==> src/rtl/if_fetch.sv <==
// Instruction-fetch stage: owns the PC, keeps up to two imem requests in flight and
// buffers returned words in a 2-entry FIFO whose head is presented to ID.
module if_fetch #(
    parameter logic [31:0] RESET_PC = 32'h8000_0000,
    parameter int          DEPTH    = 2
) (
    input  logic        clk,
    input  logic        rst_n,
    output logic        imem_req_o,
    output logic [31:0] imem_addr_o,
    input  logic        imem_gnt_i,
    input  logic        imem_rvalid_i,
    input  logic [31:0] imem_rdata_i,
    input  logic        jump_flag_i,
    input  logic [31:0] jump_addr_i,
    input  logic        hold_i,
    output logic        inst_valid_o,
    output logic [31:0] inst_o,
    output logic [31:0] inst_addr_o
);
    localparam logic [31:0] NOP     = 32'h0000_0013;
    localparam logic [2:0]  CREDITS = 3'(DEPTH);

    logic [31:0] pc_reg, pc_next;
    logic [31:0] resp_pc_reg, resp_pc_next;
    logic [1:0]  out_cnt_reg, out_cnt_next;
    logic [1:0]  kill_cnt_reg, kill_cnt_next;
    logic [1:0]  fifo_cnt_reg, fifo_cnt_next;
    logic        rd_ptr_reg, rd_ptr_next;
    logic        wr_ptr_reg, wr_ptr_next;
    logic [31:0] fifo_addr_reg [DEPTH];
    logic [31:0] fifo_inst_reg [DEPTH];

    logic        head_valid;
    logic        pop;
    logic        rsp;
    logic        push;
    logic        grant;
    logic [2:0]  credit_used;
    logic [31:0] jump_target;
    logic        jump_addr_unused;

    assign jump_target      = {jump_addr_i[31:2], 2'b00};
    assign jump_addr_unused = ^jump_addr_i[1:0];

    assign head_valid = (fifo_cnt_reg != 2'd0);
    assign pop        = head_valid & ~hold_i & ~jump_flag_i;
    // A response with nothing outstanding is a protocol error and is ignored entirely.
    assign rsp        = imem_rvalid_i & (out_cnt_reg != 2'd0);
    assign push       = rsp & ~jump_flag_i & (kill_cnt_reg == 2'd0);

    // Outstanding requests plus buffered words may never exceed the FIFO depth,
    // counting a word popped this cycle as already freed.
    assign credit_used = {1'b0, out_cnt_reg} + {1'b0, fifo_cnt_reg} - {2'b00, pop};
    assign imem_req_o  = rst_n & ~jump_flag_i & (credit_used < CREDITS);
    assign imem_addr_o = pc_reg;
    assign grant       = imem_req_o & imem_gnt_i;

    always_comb begin
        pc_next       = pc_reg;
        resp_pc_next  = resp_pc_reg;
        kill_cnt_next = kill_cnt_reg;
        fifo_cnt_next = fifo_cnt_reg;
        rd_ptr_next   = rd_ptr_reg;
        wr_ptr_next   = wr_ptr_reg;
        out_cnt_next  = out_cnt_reg + {1'b0, grant} - {1'b0, rsp};

        if (jump_flag_i) begin
            pc_next       = jump_target;
            resp_pc_next  = jump_target;
            // Everything still in flight after this cycle belongs to the old stream.
            kill_cnt_next = out_cnt_reg - {1'b0, rsp};
            fifo_cnt_next = 2'd0;
            rd_ptr_next   = 1'b0;
            wr_ptr_next   = 1'b0;
        end else begin
            if (grant) begin
                pc_next = pc_reg + 32'd4;
            end
            if (rsp && (kill_cnt_reg != 2'd0)) begin
                kill_cnt_next = kill_cnt_reg - 2'd1;
            end
            if (push) begin
                resp_pc_next = resp_pc_reg + 32'd4;
                wr_ptr_next  = ~wr_ptr_reg;
            end
            if (pop) begin
                rd_ptr_next = ~rd_ptr_reg;
            end
            fifo_cnt_next = fifo_cnt_reg + {1'b0, push} - {1'b0, pop};
        end
    end

    always_ff @(posedge clk or negedge rst_n) begin
        if (!rst_n) begin
            pc_reg       <= RESET_PC;
            resp_pc_reg  <= RESET_PC;
            out_cnt_reg  <= 2'd0;
            kill_cnt_reg <= 2'd0;
            fifo_cnt_reg <= 2'd0;
            rd_ptr_reg   <= 1'b0;
            wr_ptr_reg   <= 1'b0;
        end else begin
            pc_reg       <= pc_next;
            resp_pc_reg  <= resp_pc_next;
            out_cnt_reg  <= out_cnt_next;
            kill_cnt_reg <= kill_cnt_next;
            fifo_cnt_reg <= fifo_cnt_next;
            rd_ptr_reg   <= rd_ptr_next;
            wr_ptr_reg   <= wr_ptr_next;
        end
    end

    // Buffer payload needs no reset: it is only visible while fifo_cnt is non-zero.
    for (genvar gi = 0; gi < DEPTH; gi++) begin : g_entry
        always_ff @(posedge clk) begin
            if (push && (wr_ptr_reg == 1'(gi))) begin
                fifo_addr_reg[gi] <= resp_pc_reg;
                fifo_inst_reg[gi] <= imem_rdata_i;
            end
        end
    end

    assign inst_valid_o = head_valid;
    assign inst_o       = head_valid ? fifo_inst_reg[rd_ptr_reg] : NOP;
    assign inst_addr_o  = head_valid ? fifo_addr_reg[rd_ptr_reg] : 32'd0;

endmodule

==> config.mk <==
export PLATFORM = sky130hd
export DESIGN_NAME = if_fetch
export DESIGN_NICKNAME = d
export VERILOG_FILES = /design/src/rtl/if_fetch.sv
export SDC_FILE = /design/constraint.sdc
export NUM_CORES = 1
export LEC_CHECK = 0
export BUFFER_PORTS_ARGS = -buffer_cell sky130_fd_sc_hd__buf_2
export CORE_UTILIZATION = 40
export CTS_BUF_LIST = sky130_fd_sc_hd__clkbuf_8
export CTS_CLUSTER_DIAMETER = 50
export DETAILED_ROUTE_END_ITERATION = 10
export SLEW_MARGIN = 20
export SYNTH_ARGS = -nofsm -noshare
export SYNTH_HDL_FRONTEND = slang
export SYNTH_SLANG_ARGS = --single-unit
==> constraint.sdc <==
create_clock -name clk -period 4.1 [get_ports clk]
set_clock_uncertainty 0.2 [all_clocks]
set_input_delay 0.615 -clock clk [delete_from_list [all_inputs] [get_ports clk]]
set_output_delay 0.615 -clock clk [all_outputs]
set_load 0.01 [all_outputs]
==> results of run 1 <==
-- stage by stage --
stage	power (mW)	hold slack, ns
3_5_place_dp	3.72	0.312
4_1_cts	4.93	0.104
5_1_grt	5.14	0.0909
6_report	4.86	0.139
3_3_place_gp	3.70	0.302
2_1_floorplan	3.25	0.119
-- worst max-delay path, delay by kind of cell (launching register included) --
| family | cells | cell delay, ns |
|---|---|---|
| fa+ha+maj | 2 | 0.71 |
| flops | 1 | 0.44 |
| buf+inv | 1 | 0.18 |
| simple gates | 4 | 0.60 |
| xor+xnor | 1 | 0.52 |
-- synthesized netlist by cell type (15+ instances only) --
library cell / instances / area, um2
clkbuf_1: 16 / 60.1
dfrtp_1: 66 / 1650
edfxtp_1: 124 / 3720
inv_1: 15 / 56.3
mux2i_1: 64 / 641
nand2_1: 57 / 214
nand3_1: 26 / 130
nand4_1: 27 / 169
nor2_1: 80 / 300
o21ai_1: 24 / 120
xnor2_1: 17 / 149
xor2_1: 29 / 254
-- worst paths after layout --
check | slack [ns] | depth (start not counted) | end
max reg2reg | 0.63 | 11 | imem_addr_o[27]
min | 0.14 | 1 | fifo_inst_reg[0][19]
max | 0.38 | 8 | imem_req_o
min reg2reg | 0.33 | 2 | imem_addr_o[31]
max in group asynchronous | 2.20 | 4 | rd_ptr_reg
min in group asynchronous | 0.53 | 3 | imem_addr_o[13]
-- cell type report --
type,count,area (um2)
clock inverters,15,148
flip-flops and latches,192,5430
repair buffers,176,933
inverters,17,63.8
clock buffers,17,234
multi-input cells,453,3030
well taps,275,344
fillers,1936,10900
-- cell usage in the layout, fill, tap and decap left out, types with 13 or more instances in the layout --
master      n
buf_4      13
nor2_1     77
o21ai_1    24
xnor2_1    17
dfrtp_1    65
o211ai_1   13
o21ai_0    13
buf_2     161
xor2_1     29
nand2_1    57
mux2i_1    64
clkbuf_8   17
nand3_1    26
nand4_1    27
edfxtp_1  124
inv_1      15
-- routing by layer --
layer | GRT usage [%] | part of all wire [%] | vias to the layer above | routed length (um)
li1 | - | - | 2848 | -
met1 | 25.2 | 46 | 2834 | 8990
met2 | 27.2 | 45 | 216 | 8820
met3 | 4.34 | 7.1 | 25 | 1380
met4 | 5.66 | 1.7 | 0 | 323
met5 | 0 | 0 | - | 0
-- cells by family (layout without fill, tap and decap cells) --
kind of cell | after synthesis | count (layout)
buffers and inverters | 51 | 225
adders and majority gates | 11 | 11
other | 1 | 4
DFF | 192 | 192
xor gates and xnor gates | 46 | 46
muxes | 72 | 72
AOI/OAI and AO/OA | 81 | 81
and+or+nand+nor | 239 | 239
-- report_power, final --
part,internal [mW],switching (mW)
sequential,2.28,0.208
combinational,0.480,0.695
clock,0.499,0.705
total,3.26,1.61
==> summary.txt, run 1 <==
status: finished, final reports clean
DP HPWL: 13,200 um
Mapped Cells: 693
setup TNS: 0 ns
setup bufs post-CTS: 0
Final Core Density: 48.3%
WL final: 19,500 um
Chip Height: 149 um
die area: 22,200 um2
max FFs per register: 64
GRT overflow: 0
Netlist cell types: 54
clock slew seen by the registers of the worst setup and hold paths: 0.10 ns
worst vdd ir: 0.218 mV
Highest Clock Rate: 269 MHz
Via Count: 5,923
final net count: 938
largest family of logic cells by synthesized area: simple AND/OR/NAND/NOR gates
origin of the critical flop-to-flop path: fifo_cnt_reg[0]
TritonCTS clock tree: done
Yosys reg bits: 192
DP Worst Slack: 0.399 ns
asr flop ratio synth: 35.4%
Root Buffer: clkbuf_8
cell at the slowest stage of the critical path: xnor2_1
Die Wd: 149 um
cell mode on critical path: nor3_1
crit path kind: flip-flop to output pin
port buffer count: 161
Worst-Skew Late Latency: 0.47 ns
worst setup margin: 0.377 ns
drt pass-1 iters: 5
Cell Area, Synth: 8640 um2
CTS Buffer Depth: 2
post-synthesis sequential area ratio: 62.8%
Wirelength per Cell: 17.1 um
fin cells: 1,145
# rows: 53
CP Launch Type: flip-flop
Finished Cell Area: 10,200 um2
Synth Area in Compound Gates: 5.92%
CTS H-tree depth: 4
Antenna Cells: 0
post-route minimum period: 3.72 ns
first-pass GRT wire length: 30,100 um
largest net degree at the start of global routing: 63
EDFF count, synth: 124
core footprint: 21,100 um2
yosys warns: 0
unrepaired setup endpoints after global routing: no
Max Slew Vio Count: 0
DRC: 0
final RePlAce weighted congestion: 0.852
adder and majority gate portion of the synthesized area: 1.68%
Worst-Margin Slew: 0.864 ns
post-route ant nets: 0
period utilisation layout: 90.8%
synthesized-area fraction occupied by and/or/nand/nor cells: 13.9%
Vias/cell: 5.17
critical path peak fanout: 4
layout cells sized above 1: 26.9%
average footprint of a synthesized cell: 12.5 um2
WP data arrival: 2.91 ns
CTS sink count: 192
placed inst area: 9790 um2
hold buffer count at CTS: 1
critical path endpoint category: output pin
final hold violation count: 0
CP max stage delay: 0.52 ns
hold crit path type: input port to flip-flop
Initial DRC Count: 345
pwr/cell area: 478 nW/um2
worst path cell trace: nor2_4 -> nor3_1 -> ha_1 -> nand2b_1 -> fa_1 -> xnor2_1 -> nor3_1 -> buf_2
maxcap violations: 0
Starting Density: 41.0%
CP required: 3.28 ns
xor/xnor share of the synthesized area: 4.66%
static leakage: 3.96 nW
Top Ports: 168
Worst slew margin: 42.2%
Synth Flop Type: edfxtp_1
clock buffer count from CTS: 17
Global Route Usage Sum: 17.9%
initial antenna violation count: 0
min-delay src: imem_rdata_i[19]
post-synthesis mux area share: 8.46%
critical path launch point: fifo_cnt_reg[0]
placed insts: 1,112
area grow syn2layout: 17.9%
vias in the first global route: 5,529
post-cts sizing count: 0
Setup Viol. Count Final: 0
No activity file was read; power rests on OpenSTA's default activity.
==> run 2, diff against run 1 <==
Clock period 4.1 ns to 3.7 ns, I/O delays scaled along.
==> run 2 against run 1 <==
Non-clock buffer count rose by 3. Count of clock-buffer cells in the layout did not move. Flip-flop and latch count did not move. Clock power rose by 13%. Combinational power rose by 14%. Sequential share of layout area fell by 0.48 points. Final area rose by 0.91%. Worst hold slack got worse by 0.061 ns. Global-route usage rose by 0.55 points. Critical endpoint unchanged.
==> summary.txt, run 2 (synthesis gave the netlist of run 1 again) <==
drt pass-1 iters: 5
flop2flop setup slack: 0.48 ns
vias in the first global route: 5,650
CP Launch Type: flip-flop
critical path launch point: fifo_cnt_reg[0]
Global Route Usage Sum: 18.5%
Setup Viol. Count Final: 0
Worst slew margin: 51.8%
most frequent cells in the layout: buf_2, edfxtp_1, nor2_1
origin of the critical flop-to-flop path: fifo_cnt_reg[0]
core footprint: 21,100 um2
final hold violation count: 0
GRT overflow: 0
Vias/cell: 5.20
pwr/cell area: 530 nW/um2
area grow syn2layout: 18.9%
post-route ant nets: 0
Tot Pwr: 5.44 mW
clock buffer count from CTS: 17
WL final: 19,800 um
worst vdd ir: 0.268 mV
# rows: 53
port buffer count: 161
Worst-Skew Late Latency: 0.46 ns
Die Wd: 149 um
initial antenna violation count: 0
layout cells sized above 1: 27.6%
maxcap violations: 0
Initial DRC Count: 326
Wirelength per Cell: 17.2 um
post-route minimum period: 3.37 ns
Antenna Cells: 0
static leakage: 4.00 nW
worst setup margin: 0.332 ns
DP Worst Slack: 0.0448 ns
critical path endpoint category: output pin
FF-to-FF End: imem_addr_o[23]
Highest Clock Rate: 297 MHz
Max Slew Vio Count: 0
Fillers: 1,958
DRC: 0
Chip Height: 149 um
Root Buffer: clkbuf_8
crit path capture: imem_req_o
Worst-Margin Slew: 0.723 ns
Via Count: 5,967
die area: 22,200 um2
CTS H-tree depth: 4
critical path peak fanout: 4
cell count of the worst reg-to-reg path: 10
largest net degree at the start of global routing: 63
CP required: 2.94 ns
crit path kind: flip-flop to output pin
TritonCTS clock tree: done
first-pass GRT wire length: 31,100 um
unrepaired setup endpoints after global routing: no
status: finished, final reports clean
clock slew seen by the registers of the worst setup and hold paths: 0.11 ns
final net count: 941
post-cts sizing count: 0
Starting Density: 41.0%
Top Ports: 168
final RePlAce weighted congestion: 0.852
commonest non-fill, non-tap cell in the layout: buf_2
WP data arrival: 2.61 ns
hold crit path type: input port to flip-flop
max FFs per register: 64
DP HPWL: 13,700 um
CTS Buffer Depth: 2
CTS sink count: 192
period utilisation layout: 91.0%
## run 2: report_power, final
part,internal (mW),switching [mW]
Sequential,2.52,0.231
Clock,0.514,0.843
Combinational,0.552,0.780
Total,3.59,1.85
## run 2: critical path, cell delays in order (launching register included)
cell      delay [ns]
dfrtp_1         0.43
nor2_4          0.06
nor3_2          0.14
ha_1            0.25
nand2b_1        0.15
fa_1            0.44
xnor2_2         0.22
nor3_1          0.28
buf_2           0.19
## run 2: metal layers
layer / wire length, um / up-vias / GRT usage [%]
li1: - / 2859 / -
met2: 8950 / 198 / 27.5
met4: 308 / 0 / 6.07
met1: 9260 / 2891 / 26.5
met3: 1240 / 19 / 4.19
met5: 0 / - / 0
## run 2: cell type report
cell class	instances	area, um2	share of cell area, %
flip-flops and latches	192	5430	52.9
clock inverters	15	160	1.56
inverters	17	63.8	0.621
multi-input cells	453	3050	29.6
repair buffers	179	993	9.67
well taps	275	344	3.35
clock buffers	17	234	2.28
## run 2: worst min-delay path by stage
stage | slack, ns | cells after the start | from | to
finish | 0.08 | 1 | imem_rdata_i[14] | fifo_inst_reg[1][14]
global route | 0.03 | 1 | imem_rdata_i[22] | fifo_inst_reg[1][22]
CTS | 0.04 | 1 | imem_rdata_i[22] | fifo_inst_reg[1][22]
detailed placement | 0.31 | 0 | resp_pc_reg[6] | fifo_addr_reg[0][6]
global placement | 0.30 | 0 | resp_pc_reg[30] | fifo_addr_reg[0][30]
floorplan | 0.06 | 0 | rst_n | fifo_cnt_reg[0]
## run 2: per-stage QoR
stage	instance area (um2)	util, %	hold slack (ns)	instances	TNS, ns
after floorplan	8670	-	0.0594	696	-110.97
after global placement	9870	46.8	0.296	1115	0
after detailed placement	9870	46.8	0.312	1115	0
after CTS	10300	48.7	0.0431	1148	0
after global routing	10300	48.7	0.0348	1148	0
final	10300	48.7	0.0776	1148	0
## run 2: repair_timing
action | in CTS | in global routing
endpoints found under the hold margin | 17 | 0
hold buffers | 1 | 0
setup buffers | 0 | 0
